## config.mk

```make
export PLATFORM = sky130hd
export DESIGN_NAME = tinyalu_stream
export DESIGN_NICKNAME = d
export VERILOG_FILES = /design/src/rtl/tinyalu_pkg.sv /design/src/rtl/alu_mult_pipe.sv /design/src/rtl/tinyalu_stream.sv
export SDC_FILE = /design/constraint.sdc
export NUM_CORES = 1
export LEC_CHECK = 0
export ABC_AREA = 1
export CAP_MARGIN = 15
export CORE_ASPECT_RATIO = 0.7
export CORE_MARGIN = 1
export CORE_UTILIZATION = 30
export CTS_CLUSTER_SIZE = 14
export DETAILED_ROUTE_END_ITERATION = 10
export SLEW_MARGIN = 40
export SYNTH_ARGS = -nofsm -noshare
export SYNTH_HDL_FRONTEND = slang
export SYNTH_SLANG_ARGS = --single-unit
```

## constraint.sdc

```tcl
create_clock -name clk -period 6.06 [get_ports clk]
set_clock_uncertainty 0.1 [all_clocks]
set_input_delay 0.909 -clock clk [delete_from_list [all_inputs] [get_ports clk]]
set_output_delay 0.909 -clock clk [all_outputs]
set_load 0.05 [all_outputs]
```

## src/rtl/tinyalu_pkg.sv

```systemverilog
// ============================================================================
// Module   : tinyalu_pkg
// Brief    : Opcode and FSM state types shared by the tinyalu_stream block.
// Revision : 1.0
// ============================================================================
`default_nettype none

package tinyalu_pkg;

    typedef enum logic [2:0] {
        OP_NOP  = 3'b000,
        OP_ADD  = 3'b001,
        OP_AND  = 3'b010,
        OP_XOR  = 3'b011,
        OP_MUL  = 3'b100,
        OP_SUB  = 3'b101,
        OP_ILL6 = 3'b110,
        OP_ILL7 = 3'b111
    } op_e;

    typedef enum logic [1:0] {
        IDLE = 2'd0,
        EXEC = 2'd1,
        DONE = 2'd2
    } state_e;

    function automatic logic is_legal(op_e op);
        return !((op == OP_ILL6) || (op == OP_ILL7));
    endfunction

endpackage

`default_nettype wire

```

## src/rtl/alu_mult_pipe.sv

```systemverilog
// ============================================================================
// Module   : alu_mult_pipe
// Brief    : Registered unsigned multiplier, MUL_LATENCY-1 internal stages.
// Revision : 1.0
// ============================================================================
`default_nettype none

module alu_mult_pipe
    import tinyalu_pkg::*;
#(
    parameter int WIDTH       = 8,
    parameter int MUL_LATENCY = 3
) (
    input  logic                 clk,
    input  logic                 rst,
    input  logic                 en,
    input  logic [WIDTH-1:0]     a,
    input  logic [WIDTH-1:0]     b,
    output logic [2*WIDTH-1:0]   product
);

    // The consumer's result register is the last of the MUL_LATENCY stages,
    // so only MUL_LATENCY-1 live here (requires MUL_LATENCY >= 2).
    localparam int STAGES = MUL_LATENCY - 1;

    logic [2*WIDTH-1:0] w_prod;
    logic [2*WIDTH-1:0] r_stage [STAGES];

    assign w_prod = {{WIDTH{1'b0}}, a} * {{WIDTH{1'b0}}, b};

    always_ff @(posedge clk) begin
        if (rst) begin
            for (int i = 0; i < STAGES; i++) begin
                r_stage[i] <= '0;
            end
        end else begin
            if (en) begin
                r_stage[0] <= w_prod;
            end
            for (int i = 1; i < STAGES; i++) begin
                r_stage[i] <= r_stage[i-1];
            end
        end
    end

    assign product = r_stage[STAGES-1];

endmodule

`default_nettype wire

```

## src/rtl/tinyalu_stream.sv

```systemverilog
// ============================================================================
// Module   : tinyalu_stream
// Brief    : Flow-controlled WIDTH-bit ALU with pipelined multiply path.
// Revision : 1.0
// ============================================================================
`default_nettype none

module tinyalu_stream
    import tinyalu_pkg::*;
#(
    parameter int WIDTH       = 8,
    parameter int MUL_LATENCY = 3
) (
    input  logic                 clk,
    input  logic                 rst,
    input  logic                 in_valid,
    output logic                 in_ready,
    input  logic [2:0]           op,
    input  logic [WIDTH-1:0]     a,
    input  logic [WIDTH-1:0]     b,
    output logic                 out_valid,
    input  logic                 out_ready,
    output logic [2*WIDTH-1:0]   result,
    output logic                 err
);

    localparam int                CNT_W    = (MUL_LATENCY > 1) ? $clog2(MUL_LATENCY) : 1;
    localparam logic [CNT_W-1:0]  CNT_LOAD = CNT_W'(MUL_LATENCY - 1);
    localparam logic [CNT_W-1:0]  CNT_ONE  = CNT_W'(1);
    localparam bit                HAS_EXEC = (MUL_LATENCY > 1);

    state_e              r_state;
    state_e              w_next;
    logic [CNT_W-1:0]    r_cnt;
    op_e                 w_op;
    logic                w_accept;
    logic                w_is_mul;
    logic                w_mul_en;
    logic                w_load;
    logic [2*WIDTH-1:0]  w_mul_product;
    logic [2*WIDTH-1:0]  w_alu_res;
    logic                w_alu_err;

    assign w_op     = op_e'(op);
    assign w_is_mul = (w_op == OP_MUL);
    assign w_accept = in_valid && in_ready;
    assign w_mul_en = w_accept && w_is_mul;

    generate
        if (MUL_LATENCY > 1) begin : g_mul_pipe
            alu_mult_pipe #(
                .WIDTH       (WIDTH),
                .MUL_LATENCY (MUL_LATENCY)
            ) u_mult (
                .clk     (clk),
                .rst     (rst),
                .en      (w_mul_en),
                .a       (a),
                .b       (b),
                .product (w_mul_product)
            );
        end else begin : g_mul_comb
            // Single-cycle multiply: product is taken straight into the result register.
            assign w_mul_product = {{WIDTH{1'b0}}, a} * {{WIDTH{1'b0}}, b};
        end
    endgenerate

    // Single-cycle ops are evaluated on the operands present at acceptance.
    always_comb begin
        w_alu_res = '0;
        w_alu_err = !is_legal(w_op);
        case (w_op)
            OP_NOP:  w_alu_res = '0;
            OP_ADD:  w_alu_res = {{WIDTH{1'b0}}, a} + {{WIDTH{1'b0}}, b};
            OP_AND:  w_alu_res = {{WIDTH{1'b0}}, a & b};
            OP_XOR:  w_alu_res = {{WIDTH{1'b0}}, a ^ b};
            OP_MUL:  w_alu_res = w_mul_product;
            OP_SUB:  w_alu_res = {{WIDTH{1'b0}}, a} - {{WIDTH{1'b0}}, b};
            default: w_alu_res = '0;
        endcase
    end

    always_ff @(posedge clk) begin
        if (rst) begin
            r_state <= IDLE;
        end else begin
            r_state <= w_next;
        end
    end

    always_comb begin
        w_next = r_state;
        case (r_state)
            IDLE: begin
                if (w_accept) begin
                    w_next = (w_is_mul && HAS_EXEC) ? EXEC : DONE;
                end
            end
            EXEC: begin
                if (r_cnt == CNT_ONE) begin
                    w_next = DONE;
                end
            end
            DONE: begin
                if (out_ready) begin
                    if (w_accept) begin
                        w_next = (w_is_mul && HAS_EXEC) ? EXEC : DONE;
                    end else begin
                        w_next = IDLE;
                    end
                end
            end
            default: w_next = IDLE;
        endcase
    end

    always_comb begin
        in_ready  = !rst && ((r_state == IDLE) || ((r_state == DONE) && out_ready));
        out_valid = (r_state == DONE);
    end

    always_ff @(posedge clk) begin
        if (rst) begin
            r_cnt <= '0;
        end else if ((w_next == EXEC) && (r_state != EXEC)) begin
            r_cnt <= CNT_LOAD;
        end else if (r_state == EXEC) begin
            r_cnt <= r_cnt - CNT_ONE;
        end
    end

    // Result/err update only on the edge that enters (or re-enters) DONE.
    assign w_load = (w_next == DONE) && ((r_state != DONE) || w_accept);

    always_ff @(posedge clk) begin
        if (rst) begin
            result <= '0;
            err    <= 1'b0;
        end else if (w_load) begin
            if (r_state == EXEC) begin
                result <= w_mul_product;
                err    <= 1'b0;
            end else begin
                result <= w_alu_res;
                err    <= w_alu_err;
            end
        end else if (w_next != DONE) begin
            err <= 1'b0;
        end
    end

endmodule

`default_nettype wire

```

==> results of run 1 <==
report_power, final:
group / leakage, µW / switching [µW] / internal [µW] / total [µW]
sequential: 0.000502 / 18.3 / 452 / 470
combinational: 0.00279 / 506 / 274 / 780
clock: 0.0000668 / 125 / 152 / 277
total: 0.00336 / 649 / 878 / 1530
kinds of logic (layout without fill, tap and decap cells):
logic type	count (synthesis)	after routing	share of synthesized area (%)
simple gates	332	332	25.8
buf+inv	210	242	14.9
fa+ha+maj	91	91	25.9
compound gates	77	77	7.70
flops	53	53	25.1
xor+xnor	3	3	0.478
other cells	1	16	0.0682
metal layers:
layer / track usage, % / share of wire [%] / up-vias
met2: 24.0 / 41 / 124
met3: 3.72 / 7.7 / 10
met5: 0 / 0 / -
met1: 23.4 / 51 / 2189
li1: - / - / 2431
met4: 2.59 / 0.68 / 0
sequential cells by signal, summed over array words and instances (netlist names):
signal / cells
err: 1
g_mul_pipe.u_mult.r_stage: 32
r_cnt: 2
r_state: 2
result: 16
worst reg2reg max path, delay by kind of cell, from the launching register on:
kind	cells	cell delay, ns
DFF	1	0.37
buffers and inverters	1	0.08
and+or+nand+nor	5	1.64
cells in the final DEF (no fill, tap or decap), types with 21 or more instances in the layout:
master | netlist | final
a21oi_1 | 38 | 38
nor2_1 | 82 | 82
nand3_1 | 46 | 46
inv_1 | 184 | 184
dfxtp_1 | 21 | 21
ha_1 | 53 | 53
edfxtp_1 | 32 | 32
o21ai_0 | 22 | 21
clkdlybuf4s50_1 | 0 | 41
nand2_1 | 172 | 172
fa_1 | 38 | 38
worst paths after layout:
check	from	to	slack, ns	depth (start not counted)
min	result[0]	result[0]	0.37	2
max	b[6]	g_mul_pipe.u_mult.r_stage[0][11]	0.76	16
min reg2reg	result[0]	result[0]	0.37	2
max reg2reg	r_state[1]	result[10]	3.81	6
metrics by stage:
| stage | setup slack [ns] | total power, µW | instances | hold WS, ns | instance area, µm² |
|---|---|---|---|---|---|
| finish | 0.758 | 1530 | 1045 | 0.373 | 6320 |
| detailed placement | 0.451 | 1250 | 1037 | 0.368 | 6190 |
| CTS | 0.757 | 1540 | 1045 | 0.379 | 6320 |
| global placement | 0.564 | 1250 | 1037 | 0.360 | 6190 |
| floorplan | 1.25 | 1050 | 782 | 0.351 | 5550 |
| global route | 0.417 | 1690 | 1045 | 0.401 | 6320 |
final cells by class:
type / instances / area [µm²] / area share, %
Multi-Input combinational cell: 519 / 3350 / 53.0
Sequential cell: 53 / 1380 / 21.8
Inverter: 186 / 703 / 11.1
Timing Repair Buffer: 48 / 463 / 7.32
Tap cell: 231 / 289 / 4.57
Clock buffer: 6 / 129 / 2.04
Clock inverter: 2 / 10.0 / 0.158
==> impl_metrics.ini, run 1 <==
[yosys]
synth_commonest_cells = inv_1, nand2_1, nor2_1
synth_edf_count = 32
async_flop_share_pct = 0
synth_area_um2 = 5500
synth_seq_cells = 53
ys_top_cells_by_area = edfxtp_1, fa_1, inv_1
dominantRegCellSynth = edfxtp_1
synthCells = 767
yosysUniqueCellTypes = 40
ys_warn_count = 0
synth_area_per_cell_um2 = 7.16
synth_most_common_cell = inv_1
yosysTopAreaCellShare_pct = 17.5
yosys.area.top_type = edfxtp_1
seq_area_frac_synth_pct = 25.1

[timing]
drv_slew = 0
relSlewSlack_pct = 48.1
rsz0062_at_grt = false
final_hold_viol_count = 0
setup_violations = 0
fin_setup_tns_ns = 0
max_freq_mhz = 189
min_period_ns = 5.30
max_slew.worst_pin.slew_ns = 0.777
fin_crit_sh_pct = 87.5

[grt]
grt_pass1_wl_um = 23300
grt_pass1_vias = 4663
antenna_found_initial = 0
track_usage_pct = 15.9
overflow = 0
grt_max_degree = 30

[die]
initial_core_util_pct = 31.4
core.rowCount = 40
core-area_um2 = 17500
dieWidth_um = 164
die_h_um = 115
die_area_um2 = 18900
ios = 42

[placed_design]
gp_congestion = 0.957
dp_hpwl_um = 11300
io_buffer_count = 41

[routing]
routed_via_density = 4.55
wl_per_cell_um = 13.4
drtAntennaViolNets = 0
drtIter0Drc = 334
vias = 4754
drc = 0
firstDrtPassIters = 7
drt_wl_total_um = 14000

[power_and_ir_drop]
power_density_nw_per_um2 = 241
ir_worst_vdd_v = 0.000123
power_leakage_uw = 0.00336

[final_layout]
area_delta_synth_final_pct = 15.1
n_antenna_cell = 0
final_util_pct = 36.1
nFillCells = 1899
layout-drive-gt1-share_pct = 3.56
final_nets = 927

[cts]
h-tree-depth = 2
root_buffer = clkbuf_16
cts.sinks = 53
post_cts_buffers = 0
post_cts_resized = 0
cts_hold_repair.buffers = 0
clkSlewWorstSetupHoldPaths_ns = 0.07
clock_path_buffers = 2
insertion_delay_ns = 0.30
cts_tree = built
numCtsBuffers = 5

[worst_setup_path]
crit_fanout = 9
slowest_delay_ns = 0.73
worstPathArrival_ns = 5.35
crit_top_cell = fa_1
path_buf_inv = 4
crit_type = in2reg
crit_slowest_cell = clkdlybuf4s50_1
setup.worst_path.end_class = flip-flop
required_ns = 6.11
path_cells = clkdlybuf4s50_1, nand2_1, fa_1, fa_1, inv_1, fa_1, inv_1, fa_1, inv_1, ha_1, nand2_1, o21ai_0, nor2_1, o21ai_0, o21ai_0, a21oi_1
cp_top_family = adder cells
start_kind = input port

[status]
outcome = complete, no violations

[worst_hold_path]
hold_path_class = reg2reg

[flow_run]
maxCapViolations = 0
Power figures use the tool's default switching activity.
==> run 2, diff against run 1 <==
- CTS_BUF_LIST: unset -> sky130_fd_sc_hd__clkbuf_4
==> impl_metrics.ini, run 2 (synthesized netlist as in run 1, its figures left out) <==
[worst_hold_path]
whs_path_depth = 2
hold_path_class = reg2reg

[power_and_ir_drop]
p_seq_share_pct = 33.3
p_int_uw = 774
p_total_uw = 1410
power_leakage_uw = 0.00333
power_density_nw_per_um2 = 226
combPwrFrac_pct = 55.2
ir_worst_vdd_v = 0.000101
netSwitchingFraction_pct = 45.2
p_sw_uw = 638
clkPwrFrac_pct = 11.5

[final_layout]
reg_top3 = g_mul_pipe.u_mult.r_stage: 32 flops, result: 16 flops
area_delta_synth_final_pct = 13.6
layout_common_cells = inv_1, nand2_1, nor2_1
final_common_cell = inv_1
regArea_um2 = 1380
n_antenna_cell = 0
largest-register = g_mul_pipe.u_mult.r_stage
multi_input_area_um2 = 3350
largest_reg_flops = 32
nFillCells = 1910
final_util_pct = 35.6
final_nets = 927
fin_cells = 1045
layout-drive-gt1-share_pct = 3.69

[die]
die_h_um = 115
core.rowCount = 40
dieWidth_um = 164
ios = 42
die_area_um2 = 18900
core-area_um2 = 17500
initial_core_util_pct = 31.4

[grt]
grt_pass1_wl_um = 23200
antenna_found_initial = 0
track_usage_pct = 15.9
grt_max_degree = 30
grt_pass1_vias = 4647
overflow = 0

[cts]
insertion_delay_ns = 0.40
numCtsBuffers = 5
cts_tree = built
clock_path_buffers = 2
cts_hold_repair.buffers = 0
post_cts_buffers = 0
clkSlewWorstSetupHoldPaths_ns = 0.14
post_cts_resized = 0
h-tree-depth = 2
root_buffer = clkbuf_4
cts.sinks = 53

[timing]
rsz0062_at_grt = false
max_freq_mhz = 192
min_period_ns = 5.21
relSlewSlack_pct = 47.0
fin_crit_sh_pct = 86.0
finalHoldWorstSlack_ns = 0.384
fin_setup_tns_ns = 0
drv_slew = 0
final_hold_viol_count = 0
setup_violations = 0
max_slew.worst_pin.slew_ns = 0.793

[status]
outcome = complete, no violations

[routing]
drtAntennaViolNets = 0
drt_wl_total_um = 13900
firstDrtPassIters = 4
vias = 4731
routed_via_density = 4.53
wl_per_cell_um = 13.3
drc = 0
drtIter0Drc = 386

[worst_setup_path]
setup.worst_path.end_class = flip-flop
crit_fanout = 9
required_ns = 6.22
slowest_delay_ns = 0.73
crit_type = in2reg
worstPathArrival_ns = 5.37
ff2ff_path_depth = 6
start_kind = input port
crit_top_cell = fa_1
cp_top_family = adder cells
path_buf_inv = 4
cp.depth = 16
crit_slowest_cell = clkdlybuf4s50_1
path_cells = clkdlybuf4s50_1, nand2_1, fa_1, fa_1, inv_1, fa_1, inv_1, fa_1, inv_1, ha_1, nand2_1, o21ai_0, nor2_1, o21ai_0, o21ai_0, a21oi_1

[placed_design]
io_buffer_count = 41
gp_congestion = 0.957
dp_cells = 1037
dp_hpwl_um = 11300

[flow_run]
maxCapViolations = 0
## run 2: path summary, 6_finish.rpt
check | endpoint | slack [ns] | from
hold reg to reg | result[0] | 0.38 | result[0]
setup reg to reg | result[10] | 3.77 | r_state[1]
setup / recovery | g_mul_pipe.u_mult.r_stage[0][11] | 0.85 | b[6]
hold / removal | result[0] | 0.38 | result[0]
## run 2: routing by layer
metal	global-route usage [%]	vias to the layer above	share of wire, %
met2	23.8	118	40
met4	2.96	0	0.85
met1	23.3	2172	51
met5	0	-	0
met3	3.72	11	7.8
li1	-	2430	-
## run 2: per-stage QoR
step                worst slack (ns)  cell area, µm²
floorplan                       1.25            5550
global placement               0.564            6190
detailed placement             0.451            6190
CTS                            0.881            6240
global route                   0.546            6240
finish                         0.847            6240
## run 2: worst min-delay path, delay by kind of cell (launching register included)
family / cells / cell delay [ns]
and+or+nand+nor: 1 / 0.07
DFF: 1 / 0.35
AOI/OAI and AO/OA: 1 / 0.04
## run 2: power by group through the flow
stage               sequential, µW  combinational (µW)  clock (µW)
finish                         469                 779         163
global placement               477                 774           0
global route                   475                 908         185
detailed placement             479                 775           0
CTS                            470                 782         171
floorplan                      516                 535           0
## run 2: cell type report
class | count | area share, %
clock inverters | 2 | 0.160
inverters | 186 | 11.3
clock buffers | 6 | 0.722
well taps | 231 | 4.63
flip-flops and latches | 53 | 22.1
repair buffers | 48 | 7.42
multi-input cells | 519 | 53.7
==> run 3, diff against run 2 <==
- CTS_BUF_LIST: sky130_fd_sc_hd__clkbuf_4 -> unset
- GPL_ROUTABILITY_DRIVEN: unset -> 0
==> impl_metrics.ini, run 3 (synthesized netlist as in run 1, its figures left out) <==
[final_layout]
layout-drive-gt1-share_pct = 3.44
final_util_pct = 36.1
area_delta_synth_final_pct = 15.1
final_nets = 927
largest_reg_flops = 32
reg_top3 = g_mul_pipe.u_mult.r_stage: 32 flops, result: 16 flops
nFillCells = 1877
layout_common_cells = inv_1, nand2_1, nor2_1
n_antenna_cell = 0
regArea_um2 = 1380
multi_input_area_um2 = 3350
largest-register = g_mul_pipe.u_mult.r_stage
final_common_cell = inv_1

[worst_setup_path]
worstPathArrival_ns = 5.26
path_cells = clkdlybuf4s50_1, nand2_1, fa_1, fa_1, inv_1, fa_1, inv_1, fa_1, inv_1, ha_1, a21oi_1, o21ai_0, a21oi_1, o21bai_1, nor2_1, nor2_1
required_ns = 6.02
start_kind = input port
setup.worst_path.end_class = flip-flop
crit_top_cell = fa_1
crit_slowest_cell = clkdlybuf4s50_1
crit_fanout = 9
crit_type = in2reg
slowest_delay_ns = 0.70
ff2ff_path_depth = 6

[die]
core.rowCount = 40
ios = 42
dieWidth_um = 164
core-area_um2 = 17500
die_h_um = 115
die_area_um2 = 18900
initial_core_util_pct = 31.4

[grt]
grt_max_degree = 30
overflow = 0
antenna_found_initial = 0
track_usage_pct = 15.8
grt_pass1_vias = 4727
grt_pass1_wl_um = 23300

[routing]
vias = 4691
drtAntennaViolNets = 0
routed_via_density = 4.49
wl_per_cell_um = 13.2
firstDrtPassIters = 5
drtIter0Drc = 399
drt_wl_total_um = 13700
drc = 0

[cts]
insertion_delay_ns = 0.30
cts.sinks = 53
post_cts_buffers = 0
numCtsBuffers = 5
clock_path_buffers = 2
h-tree-depth = 2
cts_tree = built
clkSlewWorstSetupHoldPaths_ns = 0.06
post_cts_resized = 0
cts_hold_repair.buffers = 0
root_buffer = clkbuf_16

[timing]
fin_setup_tns_ns = 0
setup_violations = 0
fin_crit_sh_pct = 87.5
min_period_ns = 5.30
relSlewSlack_pct = 48.8
max_freq_mhz = 189
final_hold_viol_count = 0
max_slew.worst_pin.slew_ns = 0.766
rsz0062_at_grt = false
drv_slew = 0
finalHoldWorstSlack_ns = 0.386

[power_and_ir_drop]
ir_worst_vdd_v = 0.000132
power_density_nw_per_um2 = 240
power_leakage_uw = 0.00336

[worst_hold_path]
whs_path_depth = 2
hold_path_class = reg2reg

[placed_design]
io_buffer_count = 41
dp_hpwl_um = 11100

[status]
outcome = complete, no violations

[flow_run]
maxCapViolations = 0
## run 3: cell types whose count changed in the layout (fill, tap and decap cells not counted)
cell / previous run / this run
clkinv_1: 0 / 2
clkinv_2: 1 / 0
clkbuf_16: 0 / 5
clkbuf_4: 6 / 0
## run 3: metal layers
layer | up-vias | global-route usage (%) | routed length (µm)
met5 | - | 0 | 0
met4 | 0 | 3.70 | 210
met3 | 16 | 3.79 | 969
met2 | 116 | 23.9 | 5590
met1 | 2133 | 22.7 | 6970
li1 | 2426 | - | -
## run 3: cell type report
cell class / count / area share, %
well taps: 231 / 4.57
clock buffers: 5 / 1.98
inverters: 186 / 11.1
clock inverters: 3 / 0.198
multi-input cells: 519 / 53.0
repair buffers: 48 / 7.32
flip-flops and latches: 53 / 21.8
## run 3: path summary, 6_finish.rpt
kind,end,from,slack (ns)
max,g_mul_pipe.u_mult.r_stage[0][12],b[7],0.76
min reg2reg,r_cnt[1],r_cnt[1],0.39
min,r_cnt[1],r_cnt[1],0.39
max reg2reg,result[10],r_state[1],3.84
## run 3: worst max-delay path, delay by kind of cell
family / cells / cell delay, ns
compound gates: 4 / 0.70
fa+ha+maj: 5 / 2.49
buf+inv: 4 / 0.85
simple gates: 3 / 0.29
## run 3: stage by stage
| step | worst slack [ns] | power, µW | area (µm²) | instances |
|---|---|---|---|---|
| after CTS | 0.758 | 1530 | 6320 | 1045 |
| after global routing | 0.394 | 1680 | 6320 | 1045 |
| final | 0.760 | 1520 | 6320 | 1045 |
| after global placement | 0.556 | 1250 | 6190 | 1037 |
| after detailed placement | 0.418 | 1250 | 6190 | 1037 |
| after floorplan | 1.25 | 1050 | 5550 | 782 |
## run 3: where the power goes
| group | internal (µW) | switching, µW |
|---|---|---|
| Clock | 149 | 125 |
| Combinational | 274 | 499 |
| Sequential | 452 | 18.0 |
